[src/rtl/cdb_arbiter_pkg.sv]
// cdb_arbiter_pkg: shared ROB sizing, CDB source IDs and counter-width helper
package cdb_arbiter_pkg;
    localparam int ROB_POS_WID = 4;
    localparam int ROB_SIZE    = 1 << ROB_POS_WID;
    typedef enum logic {SRC_ALU = 1'b0, SRC_LSB = 1'b1} src_e;
    function automatic int cnt_w(input int depth);
        return $clog2(depth + 1);
    endfunction
endpackage

[src/rtl/cdb_arbiter_if.sv]
// cdb_arbiter_if: ALU/LSB result offers in, ready back, registered CDB broadcast out
//   master: producer/consumer side (drives *_valid and payloads, sees ready and cdb_*)
//   slave : arbiter side (sees offers, drives *_ready and cdb_*)
interface cdb_arbiter_if import cdb_arbiter_pkg::*; #(parameter int ROB_POS_W = ROB_POS_WID);
    logic                 alu_valid;
    logic [ROB_POS_W-1:0] alu_rob_pos;
    logic [31:0]          alu_val;
    logic                 alu_jump;
    logic [31:0]          alu_pc;
    logic                 alu_ready;
    logic                 lsb_valid;
    logic [ROB_POS_W-1:0] lsb_rob_pos;
    logic [31:0]          lsb_val;
    logic                 lsb_ready;
    logic                 cdb_valid;
    logic                 cdb_src;
    logic [ROB_POS_W-1:0] cdb_rob_pos;
    logic [31:0]          cdb_val;
    logic                 cdb_jump;
    logic [31:0]          cdb_pc;
    modport master (
        output alu_valid, alu_rob_pos, alu_val, alu_jump, alu_pc, lsb_valid, lsb_rob_pos, lsb_val,
        input  alu_ready, lsb_ready, cdb_valid, cdb_src, cdb_rob_pos, cdb_val, cdb_jump, cdb_pc
    );
    modport slave (
        input  alu_valid, alu_rob_pos, alu_val, alu_jump, alu_pc, lsb_valid, lsb_rob_pos, lsb_val,
        output alu_ready, lsb_ready, cdb_valid, cdb_src, cdb_rob_pos, cdb_val, cdb_jump, cdb_pc
    );
endinterface

[src/rtl/cdb_arbiter_fifo.sv]
// cdb_fifo: D-entry FIFO with enable freeze and synchronous flush
//   clk, rst_n : clock, async active-low reset
//   en         : global enable, all state frozen when low
//   flush      : synchronous clear of pointers and count (when en)
//   push/din   : write (caller guarantees not full)
//   pop        : read (caller guarantees not empty)
//   dout/count : head entry (comb from storage) and occupancy
module cdb_fifo #(
    parameter int W  = 8,
    parameter int D  = 2,
    parameter int CW = $clog2(D + 1)
) (
    input  logic          clk,
    input  logic          rst_n,
    input  logic          en,
    input  logic          flush,
    input  logic          push,
    input  logic [W-1:0]  din,
    input  logic          pop,
    output logic [W-1:0]  dout,
    output logic [CW-1:0] count
);
    localparam int AW = $clog2(D);
    logic [W-1:0]  mem [D];
    logic [AW-1:0] wr_ptr, rd_ptr;
    assign dout = mem[rd_ptr];
    always_ff @(posedge clk)
        if (en && push && !flush) mem[wr_ptr] <= din;
    // D is a power of two, so pointers wrap naturally on overflow
    always_ff @(posedge clk or negedge rst_n) begin
        if (!rst_n) begin
            wr_ptr <= '0;
            rd_ptr <= '0;
            count  <= '0;
        end else if (en) begin
            if (flush) begin
                wr_ptr <= '0;
                rd_ptr <= '0;
                count  <= '0;
            end else begin
                if (push) wr_ptr <= wr_ptr + AW'(1);
                if (pop) rd_ptr <= rd_ptr + AW'(1);
                count <= count + CW'(push) - CW'(pop);
            end
        end
    end
endmodule

[src/rtl/cdb_arbiter.sv]
// cdb_arbiter: round-robin merge of ALU and LSB results onto one registered CDB
//   clk, rst_n : clock, async active-low reset
//   rdy        : global enable, low freezes everything
//   rollback   : flush both queues and drop this cycle's offers
//   bus        : ALU/LSB offers and ready, cdb_* broadcast (see cdb_arbiter_if)
module cdb_arbiter import cdb_arbiter_pkg::*; #(
    parameter int ROB_POS_W = ROB_POS_WID,
    parameter int QDEPTH    = 2
) (
    input logic            clk,
    input logic            rst_n,
    input logic            rdy,
    input logic            rollback,
    cdb_arbiter_if.slave   bus
);
    localparam int CW = cnt_w(QDEPTH);
    localparam int AW = 65 + ROB_POS_W;
    localparam int LW = 32 + ROB_POS_W;
    logic [CW-1:0] alu_cnt, lsb_cnt;
    logic [AW-1:0] alu_head;
    logic [LW-1:0] lsb_head;
    logic          alu_push, lsb_push, alu_pop, lsb_pop, a_has, l_has, gnt_lsb, go;
    src_e          last_grant;
    assign bus.alu_ready = rdy && (alu_cnt < CW'(QDEPTH));
    assign bus.lsb_ready = rdy && (lsb_cnt < CW'(QDEPTH));
    assign go       = rdy && !rollback;
    assign alu_push = bus.alu_valid && bus.alu_ready && !rollback;
    assign lsb_push = bus.lsb_valid && bus.lsb_ready && !rollback;
    assign a_has    = alu_cnt != '0;
    assign l_has    = lsb_cnt != '0;
    // On a tie the source that lost last time wins; otherwise whoever has data
    assign gnt_lsb  = l_has && (!a_has || last_grant == SRC_ALU);
    assign alu_pop  = go && a_has && !gnt_lsb;
    assign lsb_pop  = go && gnt_lsb;
    cdb_fifo #(.W(AW), .D(QDEPTH), .CW(CW)) u_alu_q (
        .clk(clk), .rst_n(rst_n), .en(rdy), .flush(rollback), .push(alu_push),
        .din({bus.alu_jump, bus.alu_pc, bus.alu_val, bus.alu_rob_pos}),
        .pop(alu_pop), .dout(alu_head), .count(alu_cnt)
    );
    cdb_fifo #(.W(LW), .D(QDEPTH), .CW(CW)) u_lsb_q (
        .clk(clk), .rst_n(rst_n), .en(rdy), .flush(rollback), .push(lsb_push),
        .din({bus.lsb_val, bus.lsb_rob_pos}),
        .pop(lsb_pop), .dout(lsb_head), .count(lsb_cnt)
    );
    always_ff @(posedge clk or negedge rst_n) begin
        if (!rst_n) begin
            last_grant      <= SRC_LSB;
            bus.cdb_valid   <= 1'b0;
            bus.cdb_src     <= 1'b0;
            bus.cdb_rob_pos <= '0;
            bus.cdb_val     <= '0;
            bus.cdb_jump    <= 1'b0;
            bus.cdb_pc      <= '0;
        end else if (rdy) begin
            bus.cdb_valid <= go && (a_has || l_has);
            if (go && (a_has || l_has)) begin
                last_grant      <= src_e'(gnt_lsb);
                bus.cdb_src     <= gnt_lsb;
                bus.cdb_rob_pos <= gnt_lsb ? lsb_head[ROB_POS_W-1:0] : alu_head[ROB_POS_W-1:0];
                bus.cdb_val     <= gnt_lsb ? lsb_head[ROB_POS_W +: 32] : alu_head[ROB_POS_W +: 32];
                bus.cdb_pc      <= gnt_lsb ? 32'd0 : alu_head[ROB_POS_W+32 +: 32];
                bus.cdb_jump    <= !gnt_lsb && alu_head[ROB_POS_W+64];
            end
        end
    end
endmodule

[src/flat_wrapper.sv]
// flat-port wrapper written by rule: the top's interface ports become plain ports
module cdb_arbiter_flat import cdb_arbiter_pkg::*;
#(
    parameter int ROB_POS_W = ROB_POS_WID,
    parameter int QDEPTH    = 2
)
  (clk, rst_n, rdy, rollback, bus_alu_valid, bus_alu_rob_pos, bus_alu_val, bus_alu_jump, bus_alu_pc, bus_lsb_valid, bus_lsb_rob_pos, bus_lsb_val, bus_alu_ready, bus_lsb_ready, bus_cdb_valid, bus_cdb_src, bus_cdb_rob_pos, bus_cdb_val, bus_cdb_jump, bus_cdb_pc);
  cdb_arbiter_if #(.ROB_POS_W(ROB_POS_W)) bus_i ();
  input logic clk;
  input logic rst_n;
  input logic rdy;
  input logic rollback;
  input wire logic [$bits(bus_i.alu_valid)-1:0] bus_alu_valid;
  input wire logic [$bits(bus_i.alu_rob_pos)-1:0] bus_alu_rob_pos;
  input wire logic [$bits(bus_i.alu_val)-1:0] bus_alu_val;
  input wire logic [$bits(bus_i.alu_jump)-1:0] bus_alu_jump;
  input wire logic [$bits(bus_i.alu_pc)-1:0] bus_alu_pc;
  input wire logic [$bits(bus_i.lsb_valid)-1:0] bus_lsb_valid;
  input wire logic [$bits(bus_i.lsb_rob_pos)-1:0] bus_lsb_rob_pos;
  input wire logic [$bits(bus_i.lsb_val)-1:0] bus_lsb_val;
  output wire logic [$bits(bus_i.alu_ready)-1:0] bus_alu_ready;
  output wire logic [$bits(bus_i.lsb_ready)-1:0] bus_lsb_ready;
  output wire logic [$bits(bus_i.cdb_valid)-1:0] bus_cdb_valid;
  output wire logic [$bits(bus_i.cdb_src)-1:0] bus_cdb_src;
  output wire logic [$bits(bus_i.cdb_rob_pos)-1:0] bus_cdb_rob_pos;
  output wire logic [$bits(bus_i.cdb_val)-1:0] bus_cdb_val;
  output wire logic [$bits(bus_i.cdb_jump)-1:0] bus_cdb_jump;
  output wire logic [$bits(bus_i.cdb_pc)-1:0] bus_cdb_pc;
  assign bus_i.alu_valid = bus_alu_valid;
  assign bus_i.alu_rob_pos = bus_alu_rob_pos;
  assign bus_i.alu_val = bus_alu_val;
  assign bus_i.alu_jump = bus_alu_jump;
  assign bus_i.alu_pc = bus_alu_pc;
  assign bus_i.lsb_valid = bus_lsb_valid;
  assign bus_i.lsb_rob_pos = bus_lsb_rob_pos;
  assign bus_i.lsb_val = bus_lsb_val;
  assign bus_alu_ready = bus_i.alu_ready;
  assign bus_lsb_ready = bus_i.lsb_ready;
  assign bus_cdb_valid = bus_i.cdb_valid;
  assign bus_cdb_src = bus_i.cdb_src;
  assign bus_cdb_rob_pos = bus_i.cdb_rob_pos;
  assign bus_cdb_val = bus_i.cdb_val;
  assign bus_cdb_jump = bus_i.cdb_jump;
  assign bus_cdb_pc = bus_i.cdb_pc;
  cdb_arbiter #(.ROB_POS_W(ROB_POS_W), .QDEPTH(QDEPTH)) u_core (.clk(clk), .rst_n(rst_n), .rdy(rdy), .rollback(rollback), .bus(bus_i));
endmodule
[config.mk]
export PLATFORM = sky130hd
export DESIGN_NAME = cdb_arbiter_flat
export DESIGN_NICKNAME = d
export VERILOG_FILES = /design/src/rtl/cdb_arbiter_pkg.sv /design/src/rtl/cdb_arbiter_if.sv /design/src/rtl/cdb_arbiter_fifo.sv /design/src/rtl/cdb_arbiter.sv /design/src/flat_wrapper.sv
export SDC_FILE = /design/constraint.sdc
export NUM_CORES = 1
export LEC_CHECK = 0
export CORE_ASPECT_RATIO = 1.2
export CORE_MARGIN = 5
export CORE_UTILIZATION = 55
export DETAILED_ROUTE_END_ITERATION = 10
export HOLD_SLACK_MARGIN = 0.08
export PLACE_DENSITY = 0.82
export SLEW_MARGIN = 0
export SYNTH_ARGS = -nofsm -noshare
export SYNTH_HDL_FRONTEND = slang
export SYNTH_SLANG_ARGS = --single-unit
[constraint.sdc]
create_clock -name clk -period 10.3 [get_ports clk]
set_clock_uncertainty 0.15 [all_clocks]
set_input_delay 2.06 -clock clk [delete_from_list [all_inputs] [get_ports clk]]
set_output_delay 2.06 -clock clk [all_outputs]
set_load 0.02 [all_outputs]
After elaboration in Yosys (flattened, before gate mapping)
Memories as Yosys holds them, arrays and structs flattened.
Index checks and enable logic that the tools add are counted.
- flip-flop bits (word level): 80
- latch bits: 0
- memory bits (writable): 210
- memory bits (read-only): 0
- input port bits: 111
- output and inout port bits: 73
- word-level logic and storage cells: 76
- memories kept: 2
- $add $sub $neg: 8
- multipliers: 0
- div/mod/pow operators: 0
- order comparisons: 2
- equality and inequality tests: 0
- shift-type cells: 0
- mux-type cells: 17
- bitwise gates (word level): 1
- reductions and logical operators: 33
- memory list (name ; words ; bits a word ; rd ports ; clocked after Yosys merged registers in ; write ports ; line ; text):
    u_core.u_alu_q.mem ; 2 ; 69 ; 1 ; 0 ; 1 ; cdb_arbiter_fifo.sv:24 ; logic [W-1:0] mem [D];
    u_core.u_lsb_q.mem ; 2 ; 36 ; 1 ; 0 ; 1 ; cdb_arbiter_fifo.sv:24 ;
- operator list (operator ; count):
    2-to-1 mux 32 bit ; 2
    logical AND 1 bit ; 17
    2-to-1 mux 1 bit ; 12
    nonzero test 2 bit ; 6
    AND reduction 2 bit ; 5
    adder 1 bit, second input constant ; 4
    adder 2 x 1 -> 2 bit ; 2
    less-than comparator 2 bit, second input constant ; 2
    2-to-1 mux 2 bit ; 2
    2-to-1 mux 4 bit ; 1
    subtractor 2 x 1 -> 2 bit ; 2
    zero test 1 bit ; 3
    logical OR 1 bit ; 2
    inverter 1 bit ; 1

Logic depth before layout (Yosys ltp)
Gate-level depths: netlist of run 1.
- word-level depth: 8
- gate-level depth with buffers: 12

Hierarchy
A second synthesis of run 1 with hierarchy kept.
- cell total of the unflattened synthesis: 597
- area total of the unflattened synthesis: 11467.2 sq um
- modules (own cells, without submodules) (module ; times used ; cells an instance ; area an instance (sq um)):
    cdb_fifo (u_core.u_alu_q) ; 1 ; 241 ; 5566.6
    cdb_arbiter ; 1 ; 218 ; 2987.9
    cdb_fifo (u_core.u_lsb_q) ; 1 ; 138 ; 2912.8

Least setup slack after synthesis of run 1
No wires, ideal clock.
- kind: input -> register
- from: in rollback
- to: mem u_core.u_alu_q.mem[0][0] (netlist bit), enable pin
- data arrival time: 5.397 ns
- slack: 4.256 ns
- stages on the path: 3
- buffers on the path: 0
- cell sequence: and2b_1 > nand3_1 > nor2_1
- longest elaborated chain between the ends: 6
- ends and longest elaborated chain (element ; line ; text):
    start: declaration ; flat_wrapper.sv:12 ; input logic rollback;
    zero test 1 bit * ; cdb_arbiter_fifo.sv:28, cdb_arbiter.sv:27 ;
    logical AND 1 bit ; cdb_arbiter.sv:27 ; assign alu_push = bus.alu_valid && bus.alu_ready && !rollback;
    logical AND 1 bit ; cdb_arbiter_fifo.sv:28 ; if (en && push && !flush) mem[wr_ptr] <= din;
    logical AND 1 bit * ; cdb_arbiter_fifo.sv:28 ;
    2-to-1 mux 1 bit * ; cdb_arbiter_fifo.sv:28 ;
    2-to-1 mux 1 bit (not written as such) * ; cdb_arbiter_fifo.sv:28 ;
    end: declaration ; cdb_arbiter_fifo.sv:24 ;
Mark *: on every way between the ends. The rest lies on a longest branch, timed or not.

Worst setup path in the final report of run 1
- from: in rdy
- to: out bus_lsb_ready
- longest elaborated chain between the ends: 1
- ends and longest elaborated chain (element ; line ; text):
    start: declaration ; flat_wrapper.sv:11 ; input logic rdy;
    logical AND 1 bit ; cdb_arbiter.sv:25 ; assign bus.lsb_ready = rdy && (lsb_cnt < CW'(QDEPTH));
    end: declaration ; flat_wrapper.sv:22 ; output wire logic [$bits(bus_i.lsb_ready)-1:0] bus_lsb_ready;
Every way passes these cells.

==> results by group, run 1 <==
Floorplan
  – Number of primary I/O pins: 184
  – Std-Cell Rows: 56
  – Starting density of the core: 0.557
  – DIE AREA: 22700 um^2
  – Horiz. Die Dim: 138 um
  – Core area: 19500 um^2
  – Die Ht: 164 um

GRT
  – Largest net degree at the start of global routing: 59
  – Vias in the first global route: 6705
  – First-pass GRT wire length: 35.9 mm
  – Initial antenna violation count: 0
  – Combined global-route utilization of all metal layers: 0.201
  – GR Overflow Total: 0

Min path
  – Path class of the lowest-slack min-delay path: reg2reg

Worst setup path
  – Critical Path, Cell by Cell: clkdlybuf4s50_1 > nor2b_1 > clkdlybuf4s50_1
  – Capturing element type of the critical path: primary output
  – Type of element launching the critical path: input port
  – CP max stage cell: clkdlybuf4s50_1
  – Req. time, crit path: 8090 ps
  – Startpoint-to-endpoint class of the critical path: in2out
  – Data arrival time of the worst path: 3720 ps
  – Critical Path Most Common Cell: clkdlybuf4s50_1
  – Largest stage delay on the critical path: 770 ps
  – Worst Path Max Fanout: 15

Timing
  – Relative slew slack: 0.272
  – Crit share post-route: 0.576
  – Finish-stage setup viols: 0
  – Unrepaired setup endpoints after global routing: no
  – Slew of the pin with the lowest slew margin: 1090 ps
  – Max Fclk: 0.169 GHz
  – Count of endpoints failing hold in the final timing report: 0
  – Final period demand of the worst path: 5930 ps
  – Worst Slack Setup Final: 4370 ps
  – Sum of negative setup slack: 0 ps
  – Number of slew-limit violations in the final report: 0

Routing
  – Drt first-iter violations: 336
  – 1st-pass router iterations: 5
  – Post-detailed-route wirelength per cell: 19.7 um
  – Per-cell via count in the routed design: 5.48
  – Total number of vias: 6411
  – Sum of routed wire length over all layers: 23.1 mm
  – Residual DRC: 0
  – Number of routed nets with antenna violations: 0

Power and ir drop
  – Pwr Density: 253 nW/um^2
  – Reported leakage power: 4.91 nW
  – Peak supply drop: 0.191 mV

Synth
  – Dominant combinational cell family by area after synthesis: compound AO/OA/AOI/OAI gates
  – Compound-gate portion of the synthesized area: 0.101
  – Gate count after technology mapping: 707
  – Average cell area after synthesis: 15.4 um^2
  – Fraction of the yosys area taken by sequential cells: 0.763
  – Number of warnings reported in the yosys synthesis log: 0
  – Async set or reset register ratio after synthesis: 0.276
  – Post-Synth XOR/XNOR Area: 0.00161
  – Synth Area in Simple Gates: 0.0765
  – Post-synthesis cell type count: 32
  – Cell Area, Synth: 10900 um^2
  – Post-synthesis mux area share: 0.0314
  – Post-synth EDFFs: 210
  – Flop and latch count out of synthesis: 290
  – Synthesized netlist net count: 822
  – Prevailing post-synth register cell: edfxtp_1
  – Adder-cell area share of the yosys netlist: 0.00460

Clock tree
  – Cells resized by post-CTS repair: 0
  – Buffers inserted by post-CTS timing repair: 0
  – Buffer cell driving the clock tree root: clkbuf_16
  – Maximum count of clock buffers along a single path: 3
  – CTS H-Tree Depth: 1
  – Clock latency at the later pin of the worst-skew pair: 530 ps
  – Hold_buf cts: 0
  – TritonCTS clock tree: yes
  – Clock transition at path regs: 60 ps
  – Number of buffers inserted during clock tree synthesis: 28
  – Sink count of the clock tree: 290

Placed design
  – Placement Cell Area: 13000 um^2
  – Placed insts: 1118
  – Setup WS pre-CTS: 4420 ps
  – Routability cong.: 0.757
  – Post-DP HPWL: 14.4 mm
  – Number of port buffers: 183

Finish
  – Leading cell types in the layout, fill and taps excluded: 210 x edfxtp_1, 182 x clkdlybuf4s50_1, 77 x dfrtp_1
  – Non-filler instance count after layout: 1170
  – Most common library cell in the layout ignoring fill and taps: edfxtp_1
  – # diodes: 0
  – Finished Cell Area: 13800 um^2
  – Number of nets in the layout: 1002
  – Synth-to-layout area growth: 26.8%
  – Share of post-route cells with drive strength above 1: 0.0638

Flow run
  – Max-Cap Viols: 0

Status
  – Result of the run: finished, final reports clean
==> state kept, by name, indices dropped and copies added (netlist names), 2 cells and up <==
signal	cells
u_core.u_alu_q.mem	138
u_core.u_lsb_q.mem	72
u_core.bus.cdb_pc	32
u_core.bus.cdb_val	32
u_core.bus.cdb_rob_pos	4
u_core.u_alu_q.count	2
u_core.u_lsb_q.count	2
==> logic make-up after synthesis <==
kind of cell | after synthesis
flops | 290
simple gates | 165
mux | 34
buf+inv | 52
compound gates | 160
fa+ha+maj | 4
xor+xnor | 2
==> per-layer routing <==
metal | track usage | up-vias | part of all wire
li1 | - | 3016 | -
met1 | 0.260 | 3168 | 0.41
met2 | 0.352 | 193 | 0.51
met3 | 0.0466 | 34 | 0.064
met4 | 0.0467 | 0 | 0.017
met5 | 0 | - | 0
==> metrics by stage <==
stage / total power [W] / hold WS (ps) / utilization
after global routing: 0.00366 / 350 / 0.706
after global placement: 0.00254 / 309 / 0.663
final: 0.00349 / 325 / 0.706
after floorplan: 0.00213 / 341 / -
after CTS: 0.00353 / 330 / 0.706
after detailed placement: 0.00257 / 316 / 0.663
==> report_power, final <==
group | switching (W) | internal, W | total, W
Clock | 0.000399 | 0.000545 | 0.000945
Sequential | 0.000142 | 0.00143 | 0.00157
Combinational | 0.000549 | 0.000422 | 0.000972
Total | 0.00109 | 0.00240 | 0.00349
==> synth_stat cells, drive strengths merged, types with 8 or more instances <==
| master | number | share of area |
|---|---|---|
| o21ai | 39 | 0.018 |
| buf | 24 | 0.012 |
| edfxtp | 210 | 0.58 |
| nor2b | 74 | 0.043 |
| nand2 | 73 | 0.025 |
| a211oi | 72 | 0.050 |
| mux2i | 33 | 0.030 |
| clkbuf | 18 | 0.0062 |
| dfrtp | 79 | 0.18 |
| inv | 10 | 0.0034 |
| nor2 | 8 | 0.0028 |
| o31ai | 37 | 0.027 |
==> critical path, delay by kind of cell <==
family	cells	cell delay [ps]
and+or+nand+nor	1	250
buffers and inverters	2	1410
==> final timing paths <==
kind,startpoint,end,slack [ps],cells past startpoint
min in group asynchronous,rst_n,u_core.bus.cdb_val[13]$_DFFE_PN0P_,1330,1
max in group asynchronous,rst_n,u_core.u_alu_q.rd_ptr$_DFFE_PN0P_,7530,2
min,u_core.bus.cdb_val[15]$_DFFE_PN0P_,u_core.bus.cdb_val[15]$_DFFE_PN0P_,330,2
max reg2reg,u_core.u_lsb_q.count[1]$_DFFE_PN0P_,u_core.u_alu_q.count[1]$_DFFE_PN0P_,7120,11
max,rdy,bus_lsb_ready,4370,3
min reg2reg,u_core.bus.cdb_val[15]$_DFFE_PN0P_,u_core.bus.cdb_val[15]$_DFFE_PN0P_,330,2
==> cell type report <==
| cell class | instances | area (um^2) |
|---|---|---|
| clock inverter | 7 | 31.3 |
| fill | 1260 | 5740 |
| clock buffer | 45 | 826 |
| timing repair buffer | 192 | 1900 |
| multi-input combinational | 365 | 2380 |
| tap | 261 | 327 |
| sequential | 290 | 8310 |
| inverter | 10 | 37.5 |
(Power assumes the default switching activity.)
==> run 2, diff against run 1 <==
Settings changed: CORE_UTILIZATION 55 to 48, PLACE_DENSITY 0.82 to 0.76.
Clock period 10.3 ns to 5.2 ns, I/O delays scaled along.
==> results by group, run 2 (synthesis gave the netlist of run 1 again) <==
Clock tree
  – Buffers inserted by post-CTS timing repair: 0
  – Clock latency at the later pin of the worst-skew pair: 530 ps
  – Clock transition at path regs: 60 ps
  – TritonCTS clock tree: yes
  – Cells resized by post-CTS repair: 0
  – CTS H-Tree Depth: 1
  – Number of buffers inserted during clock tree synthesis: 27
  – Hold_buf cts: 0
  – Sink count of the clock tree: 290
  – Maximum count of clock buffers along a single path: 3
  – Buffer cell driving the clock tree root: clkbuf_16

Power and ir drop
  – Peak supply drop: 0.354 mV
  – Fraction of power consumed by sequential logic: 0.445
  – Logic pwr share: 0.278
  – Design internal power: 0.00479 W
  – Pwr Density: 501 nW/um^2
  – Share of total power consumed by net switching: 0.311
  – Part of the power in the clock network: 0.277
  – Reported leakage power: 4.94 nW
  – Net Sw Power: 0.00216 W

Routing
  – Number of routed nets with antenna violations: 0
  – Per-cell via count in the routed design: 5.37
  – Total number of vias: 6386
  – Post-detailed-route wirelength per cell: 19.2 um
  – 1st-pass router iterations: 5
  – Residual DRC: 0
  – Sum of routed wire length over all layers: 22.9 mm
  – Drt first-iter violations: 421

Worst setup path
  – Req. time, crit path: 4010 ps
  – Worst R2R Path Depth: 10
  – Critical Path, Cell by Cell: clkdlybuf4s50_1 > nor2b_1 > clkdlybuf4s50_1
  – Data arrival time of the worst path: 2720 ps
  – Largest stage delay on the critical path: 740 ps
  – Buffers & Inverters on Critical Path: 2
  – Type of element launching the critical path: input port
  – CP max stage cell: clkdlybuf4s50_1
  – Startpoint-to-endpoint class of the critical path: in2out
  – Category of cells accounting for the largest share of critical-path delay: buffers and inverters
  – Worst Path Max Fanout: 15
  – Internal reg-to-reg setup slack: 2250 ps
  – Capturing element type of the critical path: primary output
  – Worst reg2reg path endpoint: u_core.u_lsb_q.count[1]$_DFFE_PN0P_
  – Critical Path Most Common Cell: clkdlybuf4s50_1
  – Launch instance of the worst register-to-register path: u_core.u_alu_q.count[1]$_DFFE_PN0P_

Timing
  – Count of endpoints failing hold in the final timing report: 0
  – Sum of negative setup slack: 0 ps
  – Unrepaired setup endpoints after global routing: no
  – Final period demand of the worst path: 3910 ps
  – Crit share post-route: 0.752
  – Number of slew-limit violations in the final report: 0
  – Slew of the pin with the lowest slew margin: 1110 ps
  – Max Fclk: 0.256 GHz
  – Relative slew slack: 0.263
  – Finish-stage setup viols: 0

Min path
  – Destination of the worst hold path: u_core.bus.cdb_val[4]$_DFFE_PN0P_
  – Hold Crit Start: u_core.bus.cdb_val[4]$_DFFE_PN0P_
  – Depth of the worst hold-timing path: 2
  – Path class of the lowest-slack min-delay path: reg2reg

Floorplan
  – Die Ht: 175 um
  – Horiz. Die Dim: 147 um
  – Number of primary I/O pins: 184
  – Starting density of the core: 0.487
  – Core area: 22400 um^2
  – Std-Cell Rows: 60
  – DIE AREA: 25800 um^2

Finish
  – Most common library cell in the layout ignoring fill and taps: edfxtp_1
  – Registers with the most flip-flops: u_core.u_alu_q.mem x138, u_core.u_lsb_q.mem x72
  – Share of post-route cells with drive strength above 1: 0.0738
  – Largest reg by FF count: u_core.u_alu_q.mem
  – End-of-flow core utilization: 0.621
  – Synth-to-layout area growth: 27.6%
  – Largest register FFs: 138
  – Leading cell types in the layout, fill and taps excluded: 210 x edfxtp_1, 182 x clkdlybuf4s50_1, 77 x dfrtp_1
  – Fill count: 1658
  – Number of nets in the layout: 1002

Status
  – Result of the run: finished, final reports clean

GRT
  – Combined global-route utilization of all metal layers: 0.176
  – Largest net degree at the start of global routing: 81
  – Vias in the first global route: 6626
  – Initial antenna violation count: 4
  – First-pass GRT wire length: 35.7 mm
  – GR Overflow Total: 0

Flow run
  – Max-Cap Viols: 0

Placed design
  – Number of port buffers: 183
  – Routability cong.: 0.767
  – Post-DP HPWL: 14.8 mm
run 2: cell types whose count changed in the layout (fill, tap and decap cells not counted), sizes merged, moves of 2 or more:
cell	delta
bufinv	+2
diode	+2
clkinvlp	+2
clkbuf	-12
clkinv	+5
run 2: worst max path at each step:
stage / slack [ps] / cells past startpoint / to / start
finish: 1290 / 3 / bus_alu_ready / rdy
CTS: 1300 / 3 / bus_alu_ready / rdy
global route: 1170 / 3 / bus_lsb_ready / rdy
detailed placement: 1280 / 5 / u_core.u_alu_q.mem[1][31]$_DFFE_PP_ / rdy
global placement: 1310 / 3 / bus_alu_ready / rdy
floorplan: 180 / 3 / u_core.u_alu_q.mem[0][0]$_DFFE_PP_ / rollback
run 2: cell type report:
type / instances / area [um^2] / share of cell area
diodes: 2 / 5.00 / 0.000360
clock buffers: 33 / 739 / 0.0532
flip-flops and latches: 290 / 8310 / 0.599
clock inverters: 17 / 149 / 0.0107
multi-input cells: 365 / 2380 / 0.171
well taps: 279 / 349 / 0.0251
repair buffers: 193 / 1920 / 0.138
inverters: 10 / 37.5 / 0.00270
run 2: through the flow:
stage | power, W | worst slack, ps | instance area, um^2 | hold slack [ps] | std cells
after floorplan | 0.00423 | 176 | 10900 | 341 | 707
after global placement | 0.00504 | 1310 | 13000 | 310 | 1137
after detailed placement | 0.00510 | 1280 | 13000 | 320 | 1137
after CTS | 0.00703 | 1300 | 13900 | 334 | 1187
after global routing | 0.00732 | 1170 | 13900 | 360 | 1189
final | 0.00695 | 1290 | 13900 | 327 | 1189
run 2: routing by layer:
metal | share of wire | global-route usage
met1 | 0.39 | 0.210
met2 | 0.52 | 0.312
met3 | 0.058 | 0.0387
met4 | 0.029 | 0.0649
met5 | 0.0015 | 0
run 2: power by group through the flow:
stage	Sequential (W)	Clock, W	Combinational (W)
detailed placement	0.00314	0	0.00196
global placement	0.00313	0	0.00191
global route	0.00313	0.00209	0.00209
CTS	0.00310	0.00197	0.00197
finish	0.00309	0.00193	0.00193
floorplan	0.00331	0	0.000918
run 2: worst min-delay path, delay by kind of cell, from the launching register on:
kind            cells  cell delay (ps)
compound gates      1               50
flops               1              340
simple gates        1               50
==> run 3, diff against run 2 <==
Clock period 5.2 ns to 3.3 ns, I/O delays scaled along.
==> results by group, run 3 (synthesis gave the netlist of run 1 again) <==
Status
  – Result of the run: finished, final reports clean

Floorplan
  – Horiz. Die Dim: 147 um
  – Starting density of the core: 0.487
  – Die Ht: 175 um
  – Std-Cell Rows: 60
  – Number of primary I/O pins: 184
  – DIE AREA: 25800 um^2
  – Core area: 22400 um^2

Routing
  – Number of routed nets with antenna violations: 0
  – Post-detailed-route wirelength per cell: 19.3 um
  – Residual DRC: 0
  – Sum of routed wire length over all layers: 23.2 mm
  – Amount of wire on met3 after detailed routing: 1.29 mm
  – Total number of vias: 6394
  – Drt first-iter violations: 360
  – Met2 wire length: 11.9 mm
  – Metal-1 WL: 9.30 mm
  – Per-cell via count in the routed design: 5.32
  – Uppermost metal layer occupied by signal nets: met5
  – 1st-pass router iterations: 4

Worst setup path
  – Critical Path Most Common Cell: clkdlybuf4s50_1
  – Req. time, crit path: 2490 ps
  – Critical Path, Cell by Cell: clkdlybuf4s50_1 > nor2b_1 > clkdlybuf4s50_1
  – Startpoint-to-endpoint class of the critical path: in2out
  – CP max stage cell: clkdlybuf4s50_1
  – Largest stage delay on the critical path: 680 ps
  – Type of element launching the critical path: input port
  – Worst reg2reg path endpoint: u_core.u_alu_q.count[1]$_DFFE_PN0P_
  – Capturing element type of the critical path: primary output
  – Data arrival time of the worst path: 2250 ps
  – Worst R2R Path Depth: 11
  – Internal reg-to-reg setup slack: 960 ps
  – Worst Path Max Fanout: 10
  – Worst setup path endpoint: bus_alu_ready
  – Start point of the critical path: rdy
  – Launch instance of the worst register-to-register path: u_core.u_lsb_q.count[1]$_DFFE_PN0P_

GRT
  – Largest net degree at the start of global routing: 78
  – Initial antenna violation count: 4
  – Vias in the first global route: 6655
  – First-pass GRT wire length: 36.1 mm
  – GR Overflow Total: 0
  – Combined global-route utilization of all metal layers: 0.178

Clock tree
  – Sink count of the clock tree: 290
  – Buffer cell driving the clock tree root: clkbuf_16
  – Cells resized by post-CTS repair: 0
  – TritonCTS clock tree: yes
  – Clock latency at the later pin of the worst-skew pair: 530 ps
  – CTS H-Tree Depth: 1
  – Clock transition at path regs: 60 ps
  – Buffers inserted by post-CTS timing repair: 0
  – Maximum count of clock buffers along a single path: 3
  – Number of buffers inserted during clock tree synthesis: 29
  – Hold_buf cts: 1

Placed design
  – Number of port buffers: 183
  – Routability cong.: 0.763
  – Post-DP HPWL: 14.9 mm

Min path
  – Path class of the lowest-slack min-delay path: reg2reg
  – Hold Crit Start: u_core.bus.cdb_val[11]$_DFFE_PN0P_

Finish
  – End-of-flow core utilization: 0.635
  – Synth-to-layout area growth: 30.4%
  – Largest register FFs: 138
  – Number of nets in the layout: 1012
  – Most common library cell in the layout ignoring fill and taps: edfxtp_1
  – Share of post-route cells with drive strength above 1: 0.0849
  – Registers with the most flip-flops: u_core.u_alu_q.mem x138, u_core.u_lsb_q.mem x72
  – Largest reg by FF count: u_core.u_alu_q.mem
  – Leading cell types in the layout, fill and taps excluded: 210 x edfxtp_1, 182 x clkdlybuf4s50_1, 77 x dfrtp_1

Timing
  – Final period demand of the worst path: 3060 ps
  – Unrepaired setup endpoints after global routing: no
  – Crit share post-route: 0.928
  – Count of endpoints failing hold in the final timing report: 0
  – Finish-stage setup viols: 0
  – Number of slew-limit violations in the final report: 0
  – Slew of the pin with the lowest slew margin: 897 ps
  – Relative slew slack: 0.402
  – WHS: 325 ps
  – Max Fclk: 0.326 GHz
  – Sum of negative setup slack: 0 ps

Power and ir drop
  – Pwr Density: 808 nW/um^2
  – Peak supply drop: 0.623 mV
  – Reported leakage power: 5.08 nW

Flow run
  – Max-Cap Viols: 0
==> run 3: critical path, delay by kind of cell <==
kind                   cells  cell delay, ps
AND/OR/NAND/NOR            1             230
buffers and inverters      2            1350
==> run 3: report_power, final <==
| group | internal, W | total [W] | switching (W) |
|---|---|---|---|
| combinational | 0.00138 | 0.00306 | 0.00168 |
| clock | 0.00217 | 0.00348 | 0.00132 |
| sequential | 0.00446 | 0.00493 | 0.000467 |
| total | 0.00800 | 0.0115 | 0.00347 |
==> run 3: worst min path at each step <==
stage	depth (start not counted)	endpoint	slack, ps
2_1_floorplan	0	u_core.bus.cdb_jump$_DFFE_PN0P_	210
3_3_place_gp	2	u_core.bus.cdb_val[10]$_DFFE_PN0P_	310
3_5_place_dp	2	u_core.bus.cdb_pc[13]$_DFFE_PN0P_	320
4_1_cts	2	u_core.bus.cdb_pc[9]$_DFFE_PN0P_	330
5_1_grt	2	u_core.bus.cdb_val[16]$_DFFE_PN0P_	350
6_report	2	u_core.bus.cdb_val[11]$_DFFE_PN0P_	320
==> run 3: cell type report <==
class,count,area [um^2]
Tap cell,279,349
Sequential cell,290,8310
Clock buffer,36,792
Timing Repair Buffer,201,2080
Clock inverter,17,243
Antenna cell,3,7.51
Inverter,10,37.5
Multi-Input combinational cell,365,2380
Fill cell,1618,8170
==> run 3: through the flow <==
stage / power [W] / cells / setup slack (ps) / cell area (um^2)
after global placement: 0.00801 / 1144 / 254 / 13100
after global routing: 0.0121 / 1201 / 111 / 14200
final: 0.0115 / 1201 / 236 / 14200
after detailed placement: 0.00810 / 1144 / 224 / 13100
after CTS: 0.0116 / 1198 / 213 / 14200
after floorplan: 0.00666 / 707 / -216 / 10900
==> run 3: routing by layer <==
| layer | GRT usage | vias to the layer above |
|---|---|---|
| met3 | 0.0345 | 39 |
| li1 | - | 3040 |
| met4 | 0.0622 | 2 |
| met2 | 0.309 | 178 |
| met1 | 0.223 | 3135 |
| met5 | 0 | - |
